### src/rtl/rsa_pkg.sv
// Shared definitions for the modular-exponentiation sequencer:
// operand-mux select codes and the FSM state encoding.
package rsa_pkg;

    localparam logic [1:0] SEL_ACC  = 2'b00;
    localparam logic [1:0] SEL_BASE = 2'b01;
    localparam logic [1:0] SEL_ONE  = 2'b10;
    localparam logic [1:0] SEL_ZERO = 2'b11;

    typedef enum logic [3:0] {
        ST_IDLE   = 4'd0,
        ST_LOAD   = 4'd1,
        ST_SCAN   = 4'd2,
        ST_SQ     = 4'd3,
        ST_SQ_W   = 4'd4,
        ST_MUL    = 4'd5,
        ST_MUL_W  = 4'd6,
        ST_NEXT   = 4'd7,
        ST_POST   = 4'd8,
        ST_POST_W = 4'd9,
        ST_DONE   = 4'd10
    } state_t;

endpackage

### src/rtl/rsa_exp_shifter.sv
// Exponent shift register (MSB first) plus bit-index down-counter.
// o_bit is the bit currently being processed, o_last flags index 0.
// With RSA_SKIP_LEADING_ZEROS_EN defined, o_next_bit exposes the bit that
// becomes current after one shift, so the scan can stop on the first 1.
module rsa_exp_shifter
    import rsa_pkg::*;
#(
    parameter int EXP_WIDTH = 10
) (
    input  logic                 i_clk,
    input  logic                 i_rst,
    input  logic                 i_load,
    input  logic                 i_shift,
    input  logic [EXP_WIDTH-1:0] i_exponent,
    output logic                 o_bit,
`ifdef RSA_SKIP_LEADING_ZEROS_EN
    output logic                 o_next_bit,
`endif
    output logic                 o_last
);

    localparam int IDX_W = (EXP_WIDTH > 1) ? $clog2(EXP_WIDTH) : 1;

    logic [EXP_WIDTH-1:0] r_shreg;
    logic [EXP_WIDTH-1:0] w_shreg_shifted;
    logic [IDX_W-1:0]     r_idx;

    assign w_shreg_shifted = r_shreg << 1;

    // Load on accepted start, shift left and count the index down per bit.
    always_ff @(posedge i_clk or posedge i_rst) begin
        if (i_rst) begin
            r_shreg <= '0;
            r_idx   <= '0;
        end else if (i_load) begin
            r_shreg <= i_exponent;
            r_idx   <= IDX_W'(EXP_WIDTH - 1);
        end else if (i_shift) begin
            r_shreg <= w_shreg_shifted;
            if (r_idx != '0) begin
                r_idx <= r_idx - IDX_W'(1);
            end
        end
    end

    assign o_bit  = r_shreg[EXP_WIDTH-1];
    assign o_last = (r_idx == '0);
`ifdef RSA_SKIP_LEADING_ZEROS_EN
    assign o_next_bit = w_shreg_shifted[EXP_WIDTH-1];
`endif

endmodule

### src/rtl/rsa_exp_sequencer.sv
// Left-to-right square-and-multiply control sequencer for a Montgomery
// multiplier. Drives operand-mux selects, multiplier start/done handshake
// and accumulator write strobes; holds no datapath.
// Optional feature macro: RSA_SKIP_LEADING_ZEROS_EN (skip leading zero bits
// of the exponent in a SCAN state before the first square).
//
// state  | meaning
// IDLE   | waiting for start, exponent latched on accept
// LOAD   | accumulator <= one
// SCAN   | skip one leading zero bit per cycle (macro builds only)
// SQ     | launch acc*acc
// SQ_W   | wait for square result, capture it
// MUL    | launch acc*base
// MUL_W  | wait for multiply result, capture it
// NEXT   | advance to next bit or finish
// POST   | launch acc*1 to leave the Montgomery domain
// POST_W | wait for post result, capture it
// DONE   | one-cycle completion pulse
module rsa_exp_sequencer
    import rsa_pkg::*;
#(
    parameter int EXP_WIDTH = 10
) (
    input  logic                 i_clk,
    input  logic                 i_rst,
    input  logic                 i_start,
    input  logic [EXP_WIDTH-1:0] i_exponent,
    input  logic                 i_mmm_done,
    output logic [1:0]           o_sel_a,
    output logic [1:0]           o_sel_b,
    output logic                 o_mmm_start,
    output logic                 o_acc_load,
    output logic                 o_acc_capture,
    output logic                 o_busy,
    output logic                 o_done
);

    state_t r_state;
    state_t w_state_next;
    logic   w_load;
    logic   w_shift;
    logic   w_bit;
    logic   w_last;
    logic   w_in_wait;
`ifdef RSA_SKIP_LEADING_ZEROS_EN
    logic   w_next_bit;
`endif

    rsa_exp_shifter #(
        .EXP_WIDTH (EXP_WIDTH)
    ) u_shifter (
        .i_clk      (i_clk),
        .i_rst      (i_rst),
        .i_load     (w_load),
        .i_shift    (w_shift),
        .i_exponent (i_exponent),
        .o_bit      (w_bit),
`ifdef RSA_SKIP_LEADING_ZEROS_EN
        .o_next_bit (w_next_bit),
`endif
        .o_last     (w_last)
    );

    // State register.
    always_ff @(posedge i_clk or posedge i_rst) begin
        if (i_rst) begin
            r_state <= ST_IDLE;
        end else begin
            r_state <= w_state_next;
        end
    end

    // Next-state logic; outputs decode from the state register only.
    always_comb begin
        w_state_next = r_state;
        o_sel_a      = SEL_ZERO;
        o_sel_b      = SEL_ZERO;
        o_mmm_start  = 1'b0;
        o_acc_load   = 1'b0;
        o_done       = 1'b0;
        w_load       = 1'b0;
        w_shift      = 1'b0;
        case (r_state)
            ST_IDLE: begin
                if (i_start) begin
                    w_load       = 1'b1;
                    w_state_next = ST_LOAD;
                end
            end
            ST_LOAD: begin
                o_sel_a    = SEL_ONE;
                o_acc_load = 1'b1;
`ifdef RSA_SKIP_LEADING_ZEROS_EN
                // MSB already set means there is nothing to skip.
                w_state_next = w_bit ? ST_SQ : ST_SCAN;
`else
                w_state_next = ST_SQ;
`endif
            end
`ifdef RSA_SKIP_LEADING_ZEROS_EN
            ST_SCAN: begin
                // Current bit is known zero here; peek at the following bit.
                if (w_last) begin
                    w_state_next = ST_POST;
                end else begin
                    w_shift      = 1'b1;
                    w_state_next = w_next_bit ? ST_SQ : ST_SCAN;
                end
            end
`endif
            ST_SQ: begin
                o_sel_a      = SEL_ACC;
                o_sel_b      = SEL_ACC;
                o_mmm_start  = 1'b1;
                w_state_next = ST_SQ_W;
            end
            ST_SQ_W: begin
                o_sel_a = SEL_ACC;
                o_sel_b = SEL_ACC;
                if (i_mmm_done) begin
                    w_state_next = w_bit ? ST_MUL : ST_NEXT;
                end
            end
            ST_MUL: begin
                o_sel_a      = SEL_ACC;
                o_sel_b      = SEL_BASE;
                o_mmm_start  = 1'b1;
                w_state_next = ST_MUL_W;
            end
            ST_MUL_W: begin
                o_sel_a = SEL_ACC;
                o_sel_b = SEL_BASE;
                if (i_mmm_done) begin
                    w_state_next = ST_NEXT;
                end
            end
            ST_NEXT: begin
                if (w_last) begin
                    w_state_next = ST_POST;
                end else begin
                    w_shift      = 1'b1;
                    w_state_next = ST_SQ;
                end
            end
            ST_POST: begin
                o_sel_a      = SEL_ACC;
                o_sel_b      = SEL_ONE;
                o_mmm_start  = 1'b1;
                w_state_next = ST_POST_W;
            end
            ST_POST_W: begin
                o_sel_a = SEL_ACC;
                o_sel_b = SEL_ONE;
                if (i_mmm_done) begin
                    w_state_next = ST_DONE;
                end
            end
            ST_DONE: begin
                o_done       = 1'b1;
                w_state_next = ST_IDLE;
            end
            default: begin
                w_state_next = ST_IDLE;
            end
        endcase
    end

    // Capture strobe is the only output that looks at an input: a done pulse
    // outside the wait states must never write the accumulator.
    assign w_in_wait     = (r_state == ST_SQ_W) || (r_state == ST_MUL_W) ||
                           (r_state == ST_POST_W);
    assign o_acc_capture = w_in_wait & i_mmm_done;
    assign o_busy        = (r_state != ST_IDLE);

endmodule

### config.mk
export PLATFORM = sky130hd
export DESIGN_NAME = rsa_exp_sequencer
export DESIGN_NICKNAME = d
export VERILOG_FILES = /design/src/rtl/rsa_pkg.sv /design/src/rtl/rsa_exp_shifter.sv /design/src/rtl/rsa_exp_sequencer.sv
export SDC_FILE = /design/constraint.sdc
export NUM_CORES = 1
export LEC_CHECK = 0
export ABC_AREA = 1
export CAP_MARGIN = 20
export CORE_ASPECT_RATIO = 1.2
export CORE_MARGIN = 2
export CORE_UTILIZATION = 53
export CTS_CLUSTER_DIAMETER = 200
export DETAILED_ROUTE_END_ITERATION = 8
export HOLD_SLACK_MARGIN = 0.06
export PLACE_DENSITY_LB_ADDON = 0.1
export SYNTH_ARGS = -nofsm -noshare
export SYNTH_HDL_FRONTEND = slang
export SYNTH_SLANG_ARGS = --single-unit
### constraint.sdc
create_clock -name i_clk -period 2.01 [get_ports i_clk]
set_input_delay 0.5025 -clock i_clk [delete_from_list [all_inputs] [get_ports i_clk]]
set_output_delay 0.5025 -clock i_clk [all_outputs]
set_load 0.01 [all_outputs]
==> impl_metrics.csv <==
group,metric,value,unit
die,rows,18,
worst_setup_path,worst_ep_required_time,1.51,ns
final_layout,post-route-util,0.754,
worst_setup_path,crit_chain,"buf_6, nor2_4, nand2_2, nand2_4, inv_2, nand2_2, inv_2, buf_6",
drt,via_count,1082,
synth,ys_types,23,
worst_setup_path,r2r-start,"r_state[0]",
worst_setup_path,start_kind,"flop",
clock_tree,cts_buffers,3,
synth,yosysWarnings,0,
synth,synthTopCellsByCount,"nand2_1 (56), dfrtp_1 (18), inv_1 (16)",
sta,min_period,1.97,ns
worst_setup_path,r2r_slack,0.36,ns
placement,gp_congestion,0.804,
drt,drt-vias-per-instance,5.20,
min_path,min-delay-start,"u_shifter.r_shreg[2]",
global_route,grt_pass1_vias,1022,
die,dieArea,2440,um^2
status,status,"completed",
die,start_util,0.545,
drt,ant_nets,0,
synth,yosys-top-cells-area,"dfrtp_1 (41%), nand2_1 (19%), nand3_1 (6.0%)",
power_and_ir_drop,switchingPower,1.05,mW
sta,fin_skew,0.00607,ns
synth,async_flop_share,1.00,
power_and_ir_drop,power_frac_clock,0.100,
final_layout,area_delta_synth_final,38.4,%
clock_tree,clock-root-buffer,"clkbuf_4",
drt,drt_iter0_drc,37,
die,die_h,53.7,um
synth,yosysMostFrequentCell,"nand2_1",
sta,drv_slew,0,
drt,dr.pass1.iters,5,
worst_setup_path,path_depth,8,
synth,synth_edf_count,0,
sta,post-route-period-util,0.980,
worst_setup_path,r2r-end,"u_shifter.r_shreg[1]",
synth,synth_area_per_cell,7.33,um^2
worst_setup_path,path_max_fanout,3,
power_and_ir_drop,p_per_area,1520,nW/um^2
worst_setup_path,path_buf_inv,4,
sta,fmax,0.508,GHz
drt,wl_per_cell,12.2,um
global_route,grtUsageTotal,0.240,
synth,synth-seq-cells,18,
sta,rsz0062_at_grt,"true",
die,ios,23,
clock_tree,clk_pin_slew_worst_paths,0.10,ns
worst_setup_path,critPathKind,"reg -> out",
clock_tree,cts-htree-levels,1,
worst_setup_path,crit_slowest_cell,"dfrtp_1",
worst_setup_path,r2r_cells,8,
sta,setup_viol,0,
clock_tree,cts_sinks,18,
sta,whs,0.492,ns
global_route,grt_remaining_overflow,0,
final_layout,layout-drive-gt1-share,0.282,
synth,syn-instance-count,149,
global_route,grt_pass1_wl,4240,um
power_and_ir_drop,power_frac_comb,0.615,
synth,synthFlopType,"dfrtp_1",
synth,synth_area,1090,um^2
clock_tree,clock_latency,0.30,ns
worst_setup_path,endpoint_kind,"output port",
die,core_region_area,2000,um^2
power_and_ir_drop,vdd_ir_drop_max,0.842,mV
power_and_ir_drop,sw_frac_of_total,0.458,
die,die_w,45.4,um
clock_tree,clockBufferDepth,2,
worst_setup_path,max_stage_delay,0.42,ns
worst_setup_path,critPathLaunch,"r_state[3]",
synth,yosysTopAreaCell,"dfrtp_1",
global_route,grt_max_degree,19,
synth,yosysSeqAreaShare,0.412,
worst_setup_path,worstSetupEndpoint,"o_sel_b[1]",
power_and_ir_drop,leakagePower,0.817,nW
final_layout,layout.nets,205,
placement,dpl.hpwl,1760,um
placement,dpl.cell_count,199,
worst_setup_path,cp_top_family,"flip-flops",
power_and_ir_drop,intPower,1.24,mW
clock_tree,tritoncts,"built",
worst_setup_path,worstPathArrival,1.47,ns
final_layout,diodes,0,
sta,relSlewSlack,0.851,
drt,wirelength,2540,um
global_route,antenna_found_initial,0,
run,drv_cap,0,
sta,hold_viol,0,
synth,synth_top_area_frac,0.412,
placement,io_buffers,22,
synth,syn-num-nets,165,
min_path,hold_path_class,"reg -> reg",
drt,drc,0,
final_layout,instances_no_fill,208,
power_and_ir_drop,seqPwrFrac,0.286,
sta,worst_slew_pin_slew,0.223,ns
==> timing repair <==
action                                 in CTS  in global routing
pin swaps                                   4                  4
gates resized for setup                    25                 23
setup endpoints to repair                   9                  8
setup buffers                               4                  1
hold buffers                                0                  0
endpoints found under the hold margin       0                  0
==> power groups by stage <==
stage          clock network [mW]  registers (mW)  logic, mW
2_1_floorplan                   0           0.642      0.809
3_3_place_gp                    0           0.643       1.25
3_5_place_dp                    0           0.648       1.28
4_1_cts                     0.228           0.646       1.32
5_1_grt                     0.251           0.677       1.57
6_report                    0.229           0.655       1.41
==> sequential cells by signal, summed over array words and instances, names as in the netlist <==
signal,cells
u_shifter.r_shreg,10
r_state,4
u_shifter.r_idx,4
==> worst reg2reg max path: cells and delay by family (launching register included) <==
family        cells  cell delay, ns
buf+inv           3            0.44
flops             1            0.40
simple gates      5            0.69
==> worst min path at each step <==
stage	slack [ns]	cells after the start	endpoint
after floorplan	0.44	1	r_state[0]
after global placement	0.47	2	u_shifter.r_shreg[7]
after detailed placement	0.47	2	u_shifter.r_shreg[2]
after CTS	0.49	2	u_shifter.r_shreg[2]
after global routing	0.54	3	u_shifter.r_idx[3]
final	0.49	2	u_shifter.r_shreg[2]
==> layout make-up <==
| class | count | area, um^2 |
|---|---|---|
| clock buffer | 4 | 36.3 |
| fill | 147 | 493 |
| inverter | 18 | 67.6 |
| multi-input combinational | 111 | 611 |
| sequential | 18 | 452 |
| tap | 20 | 25.0 |
| timing repair buffer | 37 | 320 |
==> cells in the final DEF, fill, tap and decap left out, types with 4 or more instances in the layout <==
| cell type | netlist | layout |
|---|---|---|
| clkdlybuf4s50_1 | 0 | 13 |
| nand2_4 | 2 | 4 |
| buf_4 | 0 | 13 |
| inv_1 | 16 | 13 |
| nand2_2 | 5 | 9 |
| dfrtp_1 | 18 | 17 |
| inv_2 | 2 | 5 |
| nand2_1 | 56 | 50 |
| o21ai_0 | 4 | 4 |
| o21ai_1 | 4 | 4 |
| nor2_1 | 9 | 6 |
| nand3_1 | 13 | 12 |
| a21oi_1 | 4 | 4 |
==> through the flow <==
| step | setup TNS (ns) | setup WS [ns] | cell area (um^2) | power, mW |
|---|---|---|---|---|
| 6_report | 0 | 0.0403 | 1510 | 2.29 |
| 5_1_grt | -0.0665 | -0.0371 | 1510 | 2.50 |
| 4_1_cts | -0.00816 | -0.00816 | 1490 | 2.19 |
| 3_5_place_dp | -0.156 | -0.136 | 1400 | 1.93 |
| 3_3_place_gp | -0.135 | -0.135 | 1400 | 1.89 |
| 2_1_floorplan | 0 | 0.463 | 1090 | 1.45 |
==> metal layers <==
metal,GRT usage,up-vias,routed length [um]
met5,0,-,0
met4,0.108,0,56
met3,0.0470,11,117
met2,0.434,47,1350
met1,0.265,476,1020
li1,-,548,-
==> cell families after synthesis <==
logic type               Yosys count  synth area share
adder cells (fa/ha/maj)            2            0.0229
AND/OR/NAND/NOR                   93             0.405
AO/OA/AOI/OAI                     15            0.0745
XOR/XNOR                           1           0.00802
flip-flops                        18             0.412
buffers and inverters             20            0.0767
(Power assumes the default switching activity.)
